## src/rtl/yf_prog_loader.sv

```systemverilog
// yf_prog_loader
// Receives a program image from a host over a byte stream and writes it into
// instruction memory, holding the CPU core in reset until the image has been
// loaded and its checksum verified.
//
// Frame: CNT_HI, CNT_LO (word count N, big-endian), N words of two bytes each
// (high byte first), then one checksum byte equal to the XOR of every byte
// before it, count bytes included.
//
// Byte stream handshake: a byte is transferred on a rising edge where
// in_valid and in_ready are both 1. in_ready depends only on the FSM state,
// never on in_valid, so the host may hold a byte on in_data for as long as it
// likes; a byte presented while in_ready is 0 is left untouched.
//
// Ports
//   clk        system clock, rising edge
//   rst        asynchronous active-low reset
//   in_valid   host byte valid
//   in_data    host byte
//   in_ready   loader can take a byte this cycle
//   reload     single-cycle request: abandon everything and wait for a frame
//   mem_we     instruction-memory write strobe (registered)
//   mem_addr   instruction-memory word address (registered)
//   mem_wdata  instruction word {hi, lo} (registered)
//   cpu_rst    active-high CPU reset, released only once a load is good
//   done       load finished with a good checksum
//   err        load aborted on a checksum mismatch
//   fsm_state  current FSM state encoding, for observation
module yf_prog_loader #(
  parameter int AW = 16,
  parameter int DW = 16
) (
  input  logic          clk,
  input  logic          rst,
  input  logic          in_valid,
  input  logic [7:0]    in_data,
  output logic          in_ready,
  input  logic          reload,
  output logic          mem_we,
  output logic [AW-1:0] mem_addr,
  output logic [DW-1:0] mem_wdata,
  output logic          cpu_rst,
  output logic          done,
  output logic          err,
  output logic [2:0]    fsm_state
);

  typedef enum logic [2:0] {
    IDLE    = 3'd0,
    CNT_LO  = 3'd1,
    DATA_HI = 3'd2,
    DATA_LO = 3'd3,
    WRITE   = 3'd4,
    CSUM    = 3'd5,
    DONE    = 3'd6,
    ERR     = 3'd7
  } state_t;

  state_t      state_q, state_d;
  logic [15:0] cnt_q;     // word count N taken from the frame header
  logic [15:0] words_q;   // words already written in this frame
  logic [15:0] words_nxt;
  logic [7:0]  hi_q;      // high byte of the word being assembled
  logic [7:0]  csum_q;    // running XOR of accepted frame bytes
  logic        take;

  assign take      = in_valid & in_ready;
  assign words_nxt = words_q + 16'd1;
  assign fsm_state = state_q;

  // State register
  always_ff @(posedge clk or negedge rst) begin
    if (!rst) state_q <= IDLE;
    else      state_q <= state_d;
  end

  // Next-state and state-decoded outputs
  always_comb begin
    state_d  = state_q;
    in_ready = 1'b0;
    cpu_rst  = 1'b1;
    done     = 1'b0;
    err      = 1'b0;
    case (state_q)
      IDLE: begin
        in_ready = 1'b1;
        if (take) state_d = CNT_LO;
      end
      CNT_LO: begin
        in_ready = 1'b1;
        // An empty program goes straight to the checksum byte.
        if (take) state_d = ({cnt_q[15:8], in_data} == 16'd0) ? CSUM : DATA_HI;
      end
      DATA_HI: begin
        in_ready = 1'b1;
        if (take) state_d = DATA_LO;
      end
      DATA_LO: begin
        in_ready = 1'b1;
        if (take) state_d = WRITE;
      end
      WRITE: begin
        // words_q is at most N-1 here, so words_nxt never overflows,
        // which keeps N = 0xFFFF usable.
        state_d = (words_nxt == cnt_q) ? CSUM : DATA_HI;
      end
      CSUM: begin
        in_ready = 1'b1;
        if (take) state_d = (in_data == csum_q) ? DONE : ERR;
      end
      DONE: begin
        cpu_rst = 1'b0;
        done    = 1'b1;
      end
      ERR: begin
        err = 1'b1;
      end
      default: state_d = IDLE;
    endcase
    // reload outranks everything, including a byte accepted this cycle.
    if (reload) state_d = IDLE;
  end

  // Datapath: header, word assembly, checksum and memory write port
  always_ff @(posedge clk or negedge rst) begin
    if (!rst) begin
      cnt_q     <= '0;
      words_q   <= '0;
      hi_q      <= '0;
      csum_q    <= '0;
      mem_we    <= 1'b0;
      mem_addr  <= '0;
      mem_wdata <= '0;
    end else if (reload) begin
      cnt_q    <= '0;
      words_q  <= '0;
      csum_q   <= '0;
      mem_we   <= 1'b0;
      mem_addr <= '0;
    end else begin
      mem_we <= 1'b0;
      if (take) csum_q <= csum_q ^ in_data;
      case (state_q)
        IDLE:    if (take) cnt_q[15:8] <= in_data;
        CNT_LO:  if (take) cnt_q[7:0]  <= in_data;
        DATA_HI: if (take) hi_q        <= in_data;
        DATA_LO: begin
          if (take) begin
            mem_we    <= 1'b1;
            mem_wdata <= DW'({hi_q, in_data});
          end
        end
        WRITE: begin
          // Address advances after the write; wraps naturally at 2^AW.
          mem_addr <= mem_addr + 1'b1;
          words_q  <= words_nxt;
        end
        default: ;
      endcase
    end
  end

endmodule

```

## config.mk

```make
export PLATFORM = sky130hd
export DESIGN_NAME = yf_prog_loader
export DESIGN_NICKNAME = d
export VERILOG_FILES = /design/src/rtl/yf_prog_loader.sv
export SDC_FILE = /design/constraint.sdc
export NUM_CORES = 1
export LEC_CHECK = 0
export CORE_ASPECT_RATIO = 0.75
export CORE_MARGIN = 3
export CORE_UTILIZATION = 45
export CTS_CLUSTER_SIZE = 40
export DETAILED_ROUTE_END_ITERATION = 16
export GPL_ROUTABILITY_DRIVEN = 0
export HOLD_SLACK_MARGIN = 0.12
export PLACE_DENSITY = 0.71
export SLEW_MARGIN = 30
export SYNTH_ARGS = -nofsm -noshare
export SYNTH_HDL_FRONTEND = slang
export SYNTH_SLANG_ARGS = --single-unit
```

## constraint.sdc

```tcl
create_clock -name clk -period 6.23 [get_ports clk]
set_clock_uncertainty 0.15 [all_clocks]
set_input_delay 1.246 -clock clk [delete_from_list [all_inputs] [get_ports clk]]
set_output_delay 1.246 -clock clk [all_outputs]
set_load 0.02 [all_outputs]
```

==> run_summary.xml <==
<?xml version="1.0" encoding="UTF-8"?>
<metrics>
  <group name="status">
    <metric name="outcome" unit="">finished clean</metric>
  </group>
  <group name="setup_path">
    <metric name="setup.worst_path.class" unit="">reg -&gt; out</metric>
    <metric name="critical_path_peak_fanout" unit="">16</metric>
    <metric name="timing.critical_path.slowest_stage_cell" unit="">dfrtp_1</metric>
    <metric name="critPathBufInv" unit="">1</metric>
    <metric name="worst_ep_required_time" unit="ps">4830</metric>
    <metric name="cp-end-kind" unit="">primary output</metric>
    <metric name="worstSetupStartpointType" unit="">flop</metric>
    <metric name="timing.critical_path.cells" unit="">nand2b_1, nand2_1, clkdlybuf4s50_1</metric>
    <metric name="endpoint_arrival_time_on_the_critical_path" unit="ps">2090</metric>
    <metric name="crit_family" unit="">flip-flops</metric>
    <metric name="max_stage_delay" unit="ps">720</metric>
  </group>
  <group name="routing">
    <metric name="post_drt_wl_per_cell" unit="µm">16.45</metric>
    <metric name="dr_total_vias" unit="">3570</metric>
    <metric name="detail_route.drc_violations" unit="">0</metric>
    <metric name="total_wire_length" unit="µm">10580</metric>
    <metric name="final_antenna_net_count" unit="">0</metric>
    <metric name="routed_via_density" unit="">5.552</metric>
    <metric name="number_of_detailed_route_iterations_in_the_first_pass" unit="">5</metric>
    <metric name="drt_iter0_markers" unit="">300</metric>
  </group>
  <group name="yosys">
    <metric name="synth-seq-area-share" unit="%">47.02</metric>
    <metric name="post-synth-top-area-cell" unit="">dfrtp_1</metric>
    <metric name="synth.most_common_cell" unit="">nand2_1</metric>
    <metric name="synth_warnings" unit="">0</metric>
    <metric name="synth.top_cells.by_area" unit="">dfrtp_1, xor2_1, nand2_1</metric>
    <metric name="netlist-cell-type-count" unit="">58</metric>
    <metric name="synth_commonest_cells" unit="">nand2_1, dfrtp_1, nor2_1</metric>
    <metric name="postSynthCellCount" unit="">471</metric>
    <metric name="synth_top_flop_cell" unit="">dfrtp_1</metric>
    <metric name="post_synth_instance_area" unit="µm²">4471</metric>
    <metric name="synth_fp_nets" unit="">487</metric>
    <metric name="ys_seq_elements" unit="">84</metric>
    <metric name="fraction_of_registers_with_async_set_or_reset_after_synthesis" unit="%">100.0</metric>
    <metric name="synth_enable_flop_cells" unit="">0</metric>
    <metric name="synth_area_per_cell" unit="µm²">9.492</metric>
    <metric name="fraction_of_post_synthesis_cell_area_in_the_top_cell_type_by_area" unit="%">47.02</metric>
  </group>
  <group name="run">
    <metric name="maxCapViolCount" unit="">0</metric>
  </group>
  <group name="cells_and_area">
    <metric name="final_core_util" unit="%">56.65</metric>
    <metric name="fillCellCount" unit="">810</metric>
    <metric name="layout-drive-gt1-share" unit="%">8.738</metric>
    <metric name="final-instance-count-excl-fill" unit="">643</metric>
    <metric name="layout.area.seq" unit="µm²">2102</metric>
    <metric name="multi_input_area" unit="µm²">2220</metric>
    <metric name="num-nets-final" unit="">527</metric>
    <metric name="antenna_cells" unit="">0</metric>
    <metric name="cell_area_after_layout" unit="µm²">5295</metric>
    <metric name="areaGrowthSynthToFinish" unit="%">18.44</metric>
  </group>
  <group name="power">
    <metric name="irDropWorstVdd" unit="mV">0.1059</metric>
    <metric name="lkg_pwr" unit="nW">2.329</metric>
    <metric name="p_per_area" unit="nW/µm²">225.4</metric>
  </group>
  <group name="clocking">
    <metric name="worst_setup_hold_path_clk_slew" unit="ps">60</metric>
    <metric name="cts_buffer_depth" unit="">2</metric>
    <metric name="h_tree_depth_reported_by_cts" unit="">3</metric>
    <metric name="post_cts_resize_count" unit="">0</metric>
    <metric name="clock-sinks" unit="">84</metric>
    <metric name="cts.root.buffer_cell" unit="">clkbuf_16</metric>
    <metric name="cts_inserted_buffers" unit="">9</metric>
    <metric name="cts_tree" unit="">yes</metric>
    <metric name="cts_hold_repair.buffers" unit="">0</metric>
    <metric name="clk_latency" unit="ps">340</metric>
    <metric name="postCtsSetupRepairBufs" unit="">0</metric>
  </group>
  <group name="global_routing">
    <metric name="initial_antenna_violation_count" unit="">0</metric>
    <metric name="grtUsageTotal" unit="%">20.04</metric>
    <metric name="maximum_number_of_pins_on_one_net_before_global_route_repair" unit="">85</metric>
    <metric name="grt_first_pass_wirelength" unit="µm">17800</metric>
    <metric name="number_of_global_route_vias_before_repair" unit="">3495</metric>
    <metric name="globalRoute.totalOverflow" unit="">0</metric>
  </group>
  <group name="placed_design">
    <metric name="dpl_cell_area" unit="µm²">5026</metric>
    <metric name="buffer_ports.inserted" unit="">51</metric>
    <metric name="place_hpwl" unit="µm">7299</metric>
    <metric name="post-place-cells" unit="">628</metric>
  </group>
  <group name="die">
    <metric name="dieArea" unit="µm²">11180</metric>
    <metric name="standard_cell_core_area" unit="µm²">9346</metric>
    <metric name="design.portCount" unit="">52</metric>
    <metric name="initial_util" unit="%">47.83</metric>
    <metric name="chipWidth" unit="µm">121.1</metric>
    <metric name="row_count" unit="">30</metric>
    <metric name="die_height" unit="µm">92.32</metric>
  </group>
  <group name="timing">
    <metric name="report.final.hold_viol_count" unit="">0</metric>
    <metric name="final_min_period_over_clock_period" unit="%">55.98</metric>
    <metric name="setup_viol" unit="">0</metric>
    <metric name="final_max_slew_viol_count" unit="">0</metric>
    <metric name="hold_ws" unit="ps">323.5</metric>
    <metric name="timing.slew.headroom" unit="%">38.65</metric>
    <metric name="finalSetupTns" unit="ps">0</metric>
    <metric name="timing.fmax" unit="MHz">286.7</metric>
    <metric name="timing.final.crit_period" unit="ps">3488</metric>
    <metric name="grt_setup_unrepaired" unit="">false</metric>
    <metric name="tightestPinTransition" unit="ps">912.6</metric>
  </group>
  <group name="hold_path">
    <metric name="worstHoldPathType" unit="">reg -&gt; reg</metric>
  </group>
</metrics>
[final timing paths]
check | end | cells past startpoint | slack, ps | from
max | in_ready | 3 | 2740 | fsm_state[0]
min | mem_wdata[15] | 2 | 320 | hi_q[7]
max reg2reg | mem_addr[13] | 5 | 3660 | fsm_state[0]
min reg2reg | mem_wdata[15] | 2 | 320 | hi_q[7]
max in group asynchronous | csum_q[3] | 1 | 4610 | rst
min in group asynchronous | mem_addr[12] | 1 | 810 | rst
[layout by cell type, fill, tap and decap left out, types with 2 or more instances in the layout]
cell type / synthesis / final
nand2b_1: 5 / 5
and3_1: 3 / 3
clkbuf_1: 8 / 2
o21ai_0: 9 / 9
and4_1: 3 / 3
clkbuf_16: 0 / 9
nand4_1: 13 / 13
nor3_1: 8 / 8
clkdlybuf4s50_1: 0 / 49
a21oi_1: 28 / 28
nor4_1: 9 / 9
or3_1: 4 / 4
nor2_1: 48 / 48
nor4_2: 2 / 2
xnor2_1: 23 / 23
nand3_1: 13 / 13
o2111ai_1: 3 / 3
ha_1: 4 / 4
nand4_4: 2 / 2
inv_2: 2 / 2
nand2_1: 90 / 90
o22ai_1: 3 / 3
and2_1: 3 / 3
inv_1: 5 / 5
dfrtp_1: 84 / 84
xor2_1: 40 / 40
mux2_2: 15 / 15
[through the flow]
step	power (mW)	setup slack, ps
6_report	1.193	2742
5_1_grt	1.238	2586
4_1_cts	1.204	2732
3_5_place_dp	0.7070	2799
3_3_place_gp	0.7042	2853
2_1_floorplan	0.6584	3457
[routing by layer]
metal | global-route usage (%) | vias to the layer above | routed length [µm]
met5 | 0 | - | 0
met4 | 5.472 | 0 | 155
met3 | 5.250 | 12 | 570
met2 | 29.08 | 97 | 4766
met1 | 29.62 | 1773 | 5085
li1 | - | 1688 | -
[cell families after synthesis]
group	count (synthesis)	synth area share (%)
mux	17	4.254
fa+ha+maj	5	1.343
simple gates	215	23.96
flops	84	47.02
xor+xnor	63	12.34
compound gates	56	7.753
buf+inv	31	3.331
[power breakdown]
group / internal (mW) / switching [mW]
sequential: 0.566 / 0.0191
combinational: 0.0453 / 0.0668
clock: 0.281 / 0.216
total: 0.892 / 0.301
[sequential cells by signal, indices dropped and copies added (netlist names)]
name / count
hi_q: 8
csum_q: 8
words_q: 16
mem_we: 1
fsm_state: 3
cnt_q: 16
mem_addr: 16
mem_wdata: 16
[final cells by class]
class | instances | area share, %
Multi-Input combinational cell | 356 | 41.92
Sequential cell | 84 | 39.70
Timing Repair Buffer | 52 | 9.712
Clock buffer | 12 | 4.655
Tap cell | 128 | 3.025
Inverter | 8 | 0.5671
Clock inverter | 3 | 0.4253
[tightest hold or removal path, cell delays in order, from the launching register on]
cell and delay [ps]:
dfrtp_1 340, nand2_1 50, nand2_1 50
Power figures use the tool's default switching activity.
